==> config.mk <==
export PLATFORM = sky130hd
export DESIGN_NAME = seq_to_sim_frame_reg_n_flat
export DESIGN_NICKNAME = d
export VERILOG_FILES = /design/src/rtl/seq_to_sim_frame_reg_n_if.sv /design/src/rtl/seq_to_sim_frame_reg_n.sv /design/src/flat_wrapper.sv
export SDC_FILE = /design/constraint.sdc
export NUM_CORES = 1
export LEC_CHECK = 0
export BUFFER_PORTS_ARGS = -buffer_cell sky130_fd_sc_hd__clkbuf_2
export CAP_MARGIN = 20
export CORE_ASPECT_RATIO = 1.25
export CORE_UTILIZATION = 50
export CTS_BUF_LIST = sky130_fd_sc_hd__clkbuf_4 sky130_fd_sc_hd__clkbuf_8
export CTS_CLUSTER_DIAMETER = 200
export DETAILED_ROUTE_END_ITERATION = 7
export PLACE_DENSITY = 0.73
export SYNTH_ARGS = -nofsm -noshare
export SYNTH_HDL_FRONTEND = slang
export SYNTH_SLANG_ARGS = --single-unit
==> constraint.sdc <==
create_clock -name clk -period 2 [get_ports clk]
set_clock_uncertainty 0.15 [all_clocks]
set_input_delay 0.2 -clock clk [delete_from_list [all_inputs] [get_ports clk]]
set_output_delay 0.2 -clock clk [all_outputs]
set_load 0.01 [all_outputs]
==> src/rtl/seq_to_sim_frame_reg_n_if.sv <==
// Beat input, frame output and handshake bundle for the frame collector.
// slave is the collector side; master is the producer/consumer side.
interface seq_to_sim_frame_reg_n_if #(
  parameter int BIT_WIDTH = 2,
  parameter int CH_NUM    = 1,
  parameter int SHIFT_LEN = 4
);
  localparam int SLOT_W  = BIT_WIDTH * CH_NUM;
  localparam int FRAME_W = SLOT_W * SHIFT_LEN;
  localparam int CNT_W   = $clog2(SHIFT_LEN + 1);

  logic               in_ctr_en;
  logic               in_ctr_last;
  logic [SLOT_W-1:0]  in;
  logic               out_ctr_rdy;
  logic               out_ctr_valid;
  logic               in_ctr_ack;
  logic [FRAME_W-1:0] out;
  logic [CNT_W-1:0]   out_ctr_len;
  logic               out_ctr_trunc;

  modport slave (
    input  in_ctr_en, in_ctr_last, in, in_ctr_ack,
    output out_ctr_rdy, out_ctr_valid, out, out_ctr_len, out_ctr_trunc
  );

  modport master (
    output in_ctr_en, in_ctr_last, in, in_ctr_ack,
    input  out_ctr_rdy, out_ctr_valid, out, out_ctr_len, out_ctr_trunc
  );
endinterface

==> src/rtl/seq_to_sim_frame_reg_n.sv <==
// Multi-channel serial-to-parallel frame collector with a registered, handshaked
// output frame; the next frame keeps filling while the previous one is pending.
module seq_to_sim_frame_reg_n #(
  parameter int DIRECTION = 1,
  parameter int SHIFT_LEN = 4,
  parameter int BIT_WIDTH = 2,
  parameter int CH_NUM    = 1
) (
  input  logic                   clk,
  input  logic                   in_ctr_Arst,
  input  logic                   in_ctr_Srst,
  seq_to_sim_frame_reg_n_if.slave bus
);
  localparam int SLOT_W  = BIT_WIDTH * CH_NUM;
  localparam int FRAME_W = SLOT_W * SHIFT_LEN;
  localparam int CNT_W   = $clog2(SHIFT_LEN + 1);
  localparam logic [CNT_W-1:0] CNT_MAX = CNT_W'(SHIFT_LEN - 1);
  localparam bit MSB_FIRST = DIRECTION > 0;

  logic [FRAME_W-1:0] coll_q, coll_ins, out_q;
  logic [CNT_W-1:0]   cnt_q, cnt_inc, slot_idx, len_q;
  logic               valid_q, trunc_q;
  logic               rdy, accept, close;

  assign cnt_inc  = cnt_q + CNT_W'(1);
  assign slot_idx = MSB_FIRST ? CNT_MAX - cnt_q : cnt_q;

  // Only a closing beat has to wait for the pending frame to be acknowledged.
  assign rdy    = ~valid_q | bus.in_ctr_ack | (~bus.in_ctr_last & (cnt_q < CNT_MAX));
  assign accept = bus.in_ctr_en & rdy;
  assign close  = accept & (bus.in_ctr_last | (cnt_q == CNT_MAX));

  // Collector is zero outside filled slots, so unfilled output slots come out as 0.
  always_comb begin
    coll_ins = coll_q;
    for (int s = 0; s < SHIFT_LEN; s++) begin
      if (CNT_W'(s) == slot_idx) coll_ins[s*SLOT_W +: SLOT_W] = bus.in;
    end
  end

  always_ff @(posedge clk or posedge in_ctr_Arst) begin
    if (in_ctr_Arst) begin
      coll_q  <= '0;
      cnt_q   <= '0;
      out_q   <= '0;
      len_q   <= '0;
      trunc_q <= 1'b0;
      valid_q <= 1'b0;
    end else if (in_ctr_Srst) begin
      coll_q  <= '0;
      cnt_q   <= '0;
      out_q   <= '0;
      len_q   <= '0;
      trunc_q <= 1'b0;
      valid_q <= 1'b0;
    end else begin
      if (close) begin
        coll_q  <= '0;
        cnt_q   <= '0;
        out_q   <= coll_ins;
        len_q   <= cnt_inc;
        trunc_q <= ~bus.in_ctr_last;
        valid_q <= 1'b1;
      end else begin
        if (accept) begin
          coll_q <= coll_ins;
          cnt_q  <= cnt_inc;
        end
        if (valid_q & bus.in_ctr_ack) valid_q <= 1'b0;
      end
    end
  end

  assign bus.out_ctr_rdy   = rdy;
  assign bus.out_ctr_valid = valid_q;
  assign bus.out           = out_q;
  assign bus.out_ctr_len   = len_q;
  assign bus.out_ctr_trunc = trunc_q;
endmodule

==> src/flat_wrapper.sv <==
// flat-port wrapper written by rule: the top's interface ports become plain ports
module seq_to_sim_frame_reg_n_flat 
#(
  parameter int DIRECTION = 1,
  parameter int SHIFT_LEN = 4,
  parameter int BIT_WIDTH = 2,
  parameter int CH_NUM    = 1
)
  (clk, in_ctr_Arst, in_ctr_Srst, bus_in_ctr_en, bus_in_ctr_last, bus_in, bus_in_ctr_ack, bus_out_ctr_rdy, bus_out_ctr_valid, bus_out, bus_out_ctr_len, bus_out_ctr_trunc);
  seq_to_sim_frame_reg_n_if #(.BIT_WIDTH(BIT_WIDTH), .CH_NUM(CH_NUM), .SHIFT_LEN(SHIFT_LEN)) bus_i ();
  input  logic clk;
  input  logic in_ctr_Arst;
  input  logic in_ctr_Srst;
  input wire logic [$bits(bus_i.in_ctr_en)-1:0] bus_in_ctr_en;
  input wire logic [$bits(bus_i.in_ctr_last)-1:0] bus_in_ctr_last;
  input wire logic [$bits(bus_i.in)-1:0] bus_in;
  input wire logic [$bits(bus_i.in_ctr_ack)-1:0] bus_in_ctr_ack;
  output wire logic [$bits(bus_i.out_ctr_rdy)-1:0] bus_out_ctr_rdy;
  output wire logic [$bits(bus_i.out_ctr_valid)-1:0] bus_out_ctr_valid;
  output wire logic [$bits(bus_i.out)-1:0] bus_out;
  output wire logic [$bits(bus_i.out_ctr_len)-1:0] bus_out_ctr_len;
  output wire logic [$bits(bus_i.out_ctr_trunc)-1:0] bus_out_ctr_trunc;
  assign bus_i.in_ctr_en = bus_in_ctr_en;
  assign bus_i.in_ctr_last = bus_in_ctr_last;
  assign bus_i.in = bus_in;
  assign bus_i.in_ctr_ack = bus_in_ctr_ack;
  assign bus_out_ctr_rdy = bus_i.out_ctr_rdy;
  assign bus_out_ctr_valid = bus_i.out_ctr_valid;
  assign bus_out = bus_i.out;
  assign bus_out_ctr_len = bus_i.out_ctr_len;
  assign bus_out_ctr_trunc = bus_i.out_ctr_trunc;
  seq_to_sim_frame_reg_n #(.DIRECTION(DIRECTION), .SHIFT_LEN(SHIFT_LEN), .BIT_WIDTH(BIT_WIDTH), .CH_NUM(CH_NUM)) u_core (.clk(clk), .in_ctr_Arst(in_ctr_Arst), .in_ctr_Srst(in_ctr_Srst), .bus(bus_i));
endmodule
; Yosys cells after proc, flatten, opt, wreduce, memory -nomap -nowiden
; Cells that the tools add are included.
[word_totals]
output_inout_bits = 14
input_bits = 8
regBits = 24
elab_cells = 45
[classes]
magnitude_cmp = 1
bitwise_logic = 9
muxes = 19
reduce_logical = 4
n_addsub = 2
eq_ne = 4
[ops]
columns = operator, n
row1 = 2-to-1 mux 8 bit, 5
row2 = 2-to-1 mux 3 bit, 5
row3 = 2-to-1 mux 2 bit, 4
row4 = == test 2 x 3 -> 1 bit (first input constant), 2
row5 = nonzero test 3 bit, 2
row6 = 2-to-1 mux 1 bit, 5
row7 = AND 1 bit, 4
row8 = adder 3 x 1 -> 3 bit (second input constant), 1
row9 = == test 1 x 3 -> 1 bit (first input constant), 1
row10 = == test 3 x 2 -> 1 bit (second input constant), 1
row11 = zero test 3 bit, 1
row12 = less-than comparator 3 x 2 -> 1 bit (second input constant), 1
row13 = bitwise OR 1 bit, 3
row14 = subtractor 2 x 3 -> 3 bit (first input constant), 1
row15 = inverter 1 bit, 2
row16 = nonzero test 2 bit, 1

; Longest topological paths before layout
[depth]
word_depth = 7
ltp_mapped = 7
ltp_nobuf = 6

; Worst setup path after synthesis
; OpenSTA, ideal clock, no wires.
[synth_path]
path_kind = flip-flop to flip-flop
startpoint = reg u_core.cnt_q[0]
endpoint = reg u_core.coll_q[3]
stages_incl_launch_ff = 7
n_path_buf = 2
required_time_ns = 1.772
path_slack_ns = 0.278
synth_period_minus_slack_ns = 1.722
arrival_ns = 1.494
setup_time_ns = 0.078
cell_sequence = dfrtp_1 and3b_1 buf_6 or2_0 clkbuf_2 or3_1 a21oi_1
[synth_via]
elab_chain_len = 7
word_cells_on_any_way = 14
classes_between = 1 x add/sub / 1 x order compare / 2 x eq/ne / 4 x mux / 5 x bitwise / 1 x reduce/logical
[synth_rtl]
columns = element, line_no
row1 = start: declaration, seq_to_sim_frame_reg_n.sv:21  ; logic [CNT_W-1:0] cnt_q, cnt_inc, slot_idx, len_q;
row2 = start signal: assignment, seq_to_sim_frame_reg_n.sv:67  ; cnt_q <= cnt_inc;
row3 = less-than comparator 3 x 2 -> 1 bit, seq_to_sim_frame_reg_n.sv:29  ; assign rdy = ~valid_q | bus.in_ctr_ack | (~bus.in_ctr_last & (cnt_q < CNT_MAX));
row4 = AND 1 bit, seq_to_sim_frame_reg_n.sv:29
row5 = bitwise OR 1 bit, seq_to_sim_frame_reg_n.sv:29
row6 = AND 1 bit, seq_to_sim_frame_reg_n.sv:30  ; assign accept = bus.in_ctr_en & rdy;
row7 = AND 1 bit, seq_to_sim_frame_reg_n.sv:31  ; assign close = accept & (bus.in_ctr_last | (cnt_q == CNT_MAX));
row8 = 2-to-1 mux 8 bit, seq_to_sim_frame_reg_n.sv:57  ; if (close) begin
row9 = 2-to-1 mux 8 bit, seq_to_sim_frame_reg_n.sv:49  ; end else if (in_ctr_Srst) begin
row10 = end signal: assignment, seq_to_sim_frame_reg_n.sv:66  ; coll_q <= coll_ins;
row11 = end: declaration, seq_to_sim_frame_reg_n.sv:20  ; logic [FRAME_W-1:0] coll_q, coll_ins, out_q;
; Several ways; a longest one is shown, not always the timed one. The select of a mux whose other input is x is not followed.
; A chain may end at the register's enable or synchronous reset.

; Worst setup path after layout
[layout_path]
startpoint = reg u_core.cnt_q[0]
endpoint = reg u_core.cnt_q[2]
[layout_via]
elab_chain_len = 7
word_cells_on_any_way = 12
classes_between = 1 x add/sub / 1 x order compare / 1 x eq/ne / 3 x mux / 5 x bitwise / 1 x reduce/logical
[layout_rtl]
columns = element, line_no
row1 = less-than comparator 3 x 2 -> 1 bit, seq_to_sim_frame_reg_n.sv:29
row2 = AND 1 bit, seq_to_sim_frame_reg_n.sv:29
row3 = bitwise OR 1 bit, seq_to_sim_frame_reg_n.sv:29
row4 = AND 1 bit, seq_to_sim_frame_reg_n.sv:30
row5 = AND 1 bit, seq_to_sim_frame_reg_n.sv:31
row6 = 2-to-1 mux 3 bit, seq_to_sim_frame_reg_n.sv:57
row7 = 2-to-1 mux 3 bit, seq_to_sim_frame_reg_n.sv:49
; Several ways; a longest one is shown, not always the timed one. The select of a mux whose other input is x is not followed.

==> summary.txt <==
Place
  – DP Wirelength: 1820 microns
  – Area post-placement: 0.00138 sq mm
  – Gpl congestion: 0.853
  – Dpl cells: around 170
  – Port bufs: 21
  – Place WS: 168 ps

GRT
  – Largest net degree at the start of global routing: 31
  – Vias in the first global route: 1,009
  – First-pass GRT wire length: ~4400 microns
  – Gr usage total: between 20 and 25%
  – Initial antenna violation count: 0
  – GRT overflow: 0

Yosys
  – Synth Register Bits: 24
  – Seq/Total Area, Yosys: 48.1%
  – Synth area leaders: dfrtp_1 (48%), mux2i_1 (7.2%), ha_1 (5.0%)
  – Top-area cell type share of the netlist area: 48.1%
  – Count of different cell masters after synthesis: 28
  – Largest area contributor in the synthesized netlist: dfrtp_1
  – Synth warn: 0
  – Post-Syn Area: between 0.001 and 0.0015 sq mm
  – Synth Net Count: 139
  – Syn avg cell area: 9.91 sq um
  – Post-synthesis cell count: 126

Worst setup path
  – Crit path max-delay cell type: dfrtp_1
  – Buf/Inv on CP: 1
  – CP Class: flip-flop to flip-flop
  – WP data arrival: 1920 ps
  – Crit-path cells: a211oi_1, o21ai_1, buf_4, or3_1, a21oi_1
  – CP Max Fanout: 13
  – CP endpoint kind: flip-flop
  – Cell family with most CP delay: compound AO/OA/AOI/OAI gates
  – CP required: 2090 ps
  – CP Launch Type: flip-flop
  – Max incr delay on CP: between 400 and 500 ps

Power and ir drop
  – Clk pwr share: 36.3%
  – Maximum vdd drop: 0.572 mV
  – Int Power: 748 uW
  – Comb pwr share: 12.2%
  – Switching Fraction: 24.1%
  – Sequential power share: around 52%
  – Leakage: roughly 0.68 nW
  – Cell Pwr Density: 684 mW/mm^2
  – Psw: roughly 240 uW
  – Total power: 986 uW

STA
  – Setup Viol. Count Final: 0
  – Worst hold margin: 52.6 ps
  – Final worst slack: 167 ps
  – Final hold vios: 0
  – RSZ-0062 raised after global routing: false
  – Worst Max-Slew Pin Slew: between 500 and 600 ps
  – Slew Limit Headroom: 63.6%
  – FMAX: 546 MHz
  – Fin crit period: 1830 ps
  – Setup TNS Final: 0 ps
  – Pins over their slew limit: 0
  – Period utilisation layout: 91.6%

Finish
  – Most frequent cells in the layout: dfrtp_1 (24), clkbuf_2 (21), nand2_1 (15)
  – Fin cells: around 180
  – Fin util: 63.2%
  – Number of diodes: 0
  – Finished Cell Area: 0.00144 sq mm
  – Most common cell after layout, fill and taps aside: dfrtp_1
  – Fillers: 189
  – Final nets: ~160
  – Syn-to-layout area delta: 15.5%
  – Share of layout cells above drive strength 1: 23.8%

Detailed routing
  – DR pass1 iterations: 4
  – Via density: 5.60
  – Via count: 997
  – DRC viols: 0
  – Post-DRT Antenna Nets: 0
  – Starting DRT DRC Count: 23
  – Wire length per cell: 14.3 microns
  – DRT Wirelength: 2550 microns

Die
  – Core area: 0.00228 sq mm
  – IO Count: 22
  – Num rows: 19
  – DIE AREA: 0.00270 sq mm
  – Die width: 46.7 microns
  – DIE HEIGHT: 57.9 microns
  – Initial core utilization: a little over half

Clock tree
  – Post-CTS setup buffer count: 0
  – Hold_buf cts: 1
  – H-Tree Depth: 1
  – CTS root buf: clkbuf_4
  – Total clock sinks: 24
  – Post-cts sizing count: 0
  – CTS tree: done
  – Inserted Clock Buffers: 3
  – Clk Latency, worst-skew pair: 320 ps
  – Clock-pin slew on the worst setup and hold paths: 130 ps
  – CTS Buffer Depth: 2

Outcome
  – Status: finished clean

Hold path
  – Worst min-delay path class: primary input to flip-flop

Job
  – Max_cap viols: 0
## per-layer routing
| metal | GRT usage, % | up-vias | wire (microns) |
|---|---|---|---|
| met3 | 4.05 | 2 | 104 |
| li1 | - | 482 | - |
| met1 | 31.5 | 485 | 1160 |
| met2 | 35.7 | 28 | 1270 |
| met5 | 0 | - | 0 |
| met4 | 5.71 | 0 | 16 |
## synthesized netlist by cell type, drive strengths merged
cell type and n:
and3b 1, o21ai 3, nand4 1, or2 2, and2b 3, nand3 2
nor2 10, a211oi 6, buf 4, o211a 1, o31ai 2, nand3b 8
dfrtp 24, mux2i 9, a21oi 9, nand2 15, inv 4, clkbuf 6
o41ai 2, nand2b 1, a2bb2oi 1, or3 6, o211ai 1, ha 5
## cell type report
type	instances	area, sq um	share of cell area, %
clock buffer	3	22.5	1.56
clock inverter	1	30.0	2.08
inverter	4	15.0	1.04
multi-input combinational	88	583	40.4
sequential	24	601	41.6
tap	31	38.8	2.69
timing repair buffer	27	153	10.6
## final timing paths
| check | startpoint | to | slack (ps) | cells past startpoint |
|---|---|---|---|---|
| max in group asynchronous | in_ctr_Arst | u_core.coll_q[0] | 1180 | 4 |
| worst max-delay path | u_core.cnt_q[0] | u_core.cnt_q[2] | 170 | 5 |
| min in group asynchronous | in_ctr_Arst | u_core.coll_q[6] | 280 | 4 |
| worst min-delay path | bus_in_ctr_en | u_core.cnt_q[1] | 50 | 3 |
| worst max register to register | u_core.cnt_q[0] | u_core.cnt_q[2] | 170 | 5 |
| worst min register to register | u_core.bus.out_ctr_len[1] | u_core.bus.out_ctr_len[1] | 380 | 2 |
## sequential cells by signal, indices dropped and copies added (netlist names)
signal / flops
u_core.cnt_q: 3
u_core.bus.out_ctr_len: 3
u_core.bus.out_ctr_trunc: 1
u_core.bus.out: 8
u_core.coll_q: 8
u_core.bus.out_ctr_valid: 1
## kinds of logic (layout without fill, tap and decap cells)
logic type,Yosys count,in the layout,share of synthesized area (%)
simple gates,49,49,20.9
fa+ha+maj,5,5,5.01
buf+inv,14,35,5.21
flops,24,24,48.1
mux,9,9,7.21
compound gates,25,25,13.5
## power by group through the flow
stage                     logic, mW  clock network, mW  registers, mW
after detailed placement      0.120                  0          0.518
after floorplan              0.0719                  0          0.522
after CTS                     0.122              0.364          0.508
after global placement        0.119                  0          0.517
after global routing          0.135              0.379          0.511
final                         0.120              0.358          0.508
## worst min-delay path, delay by kind of cell
kind / cells / cell delay, ps
AO/OA/AOI/OAI: 1 / 60
AND/OR/NAND/NOR: 1 / 100
buffers and inverters: 1 / 130
No activity file was read; power rests on OpenSTA's default activity.
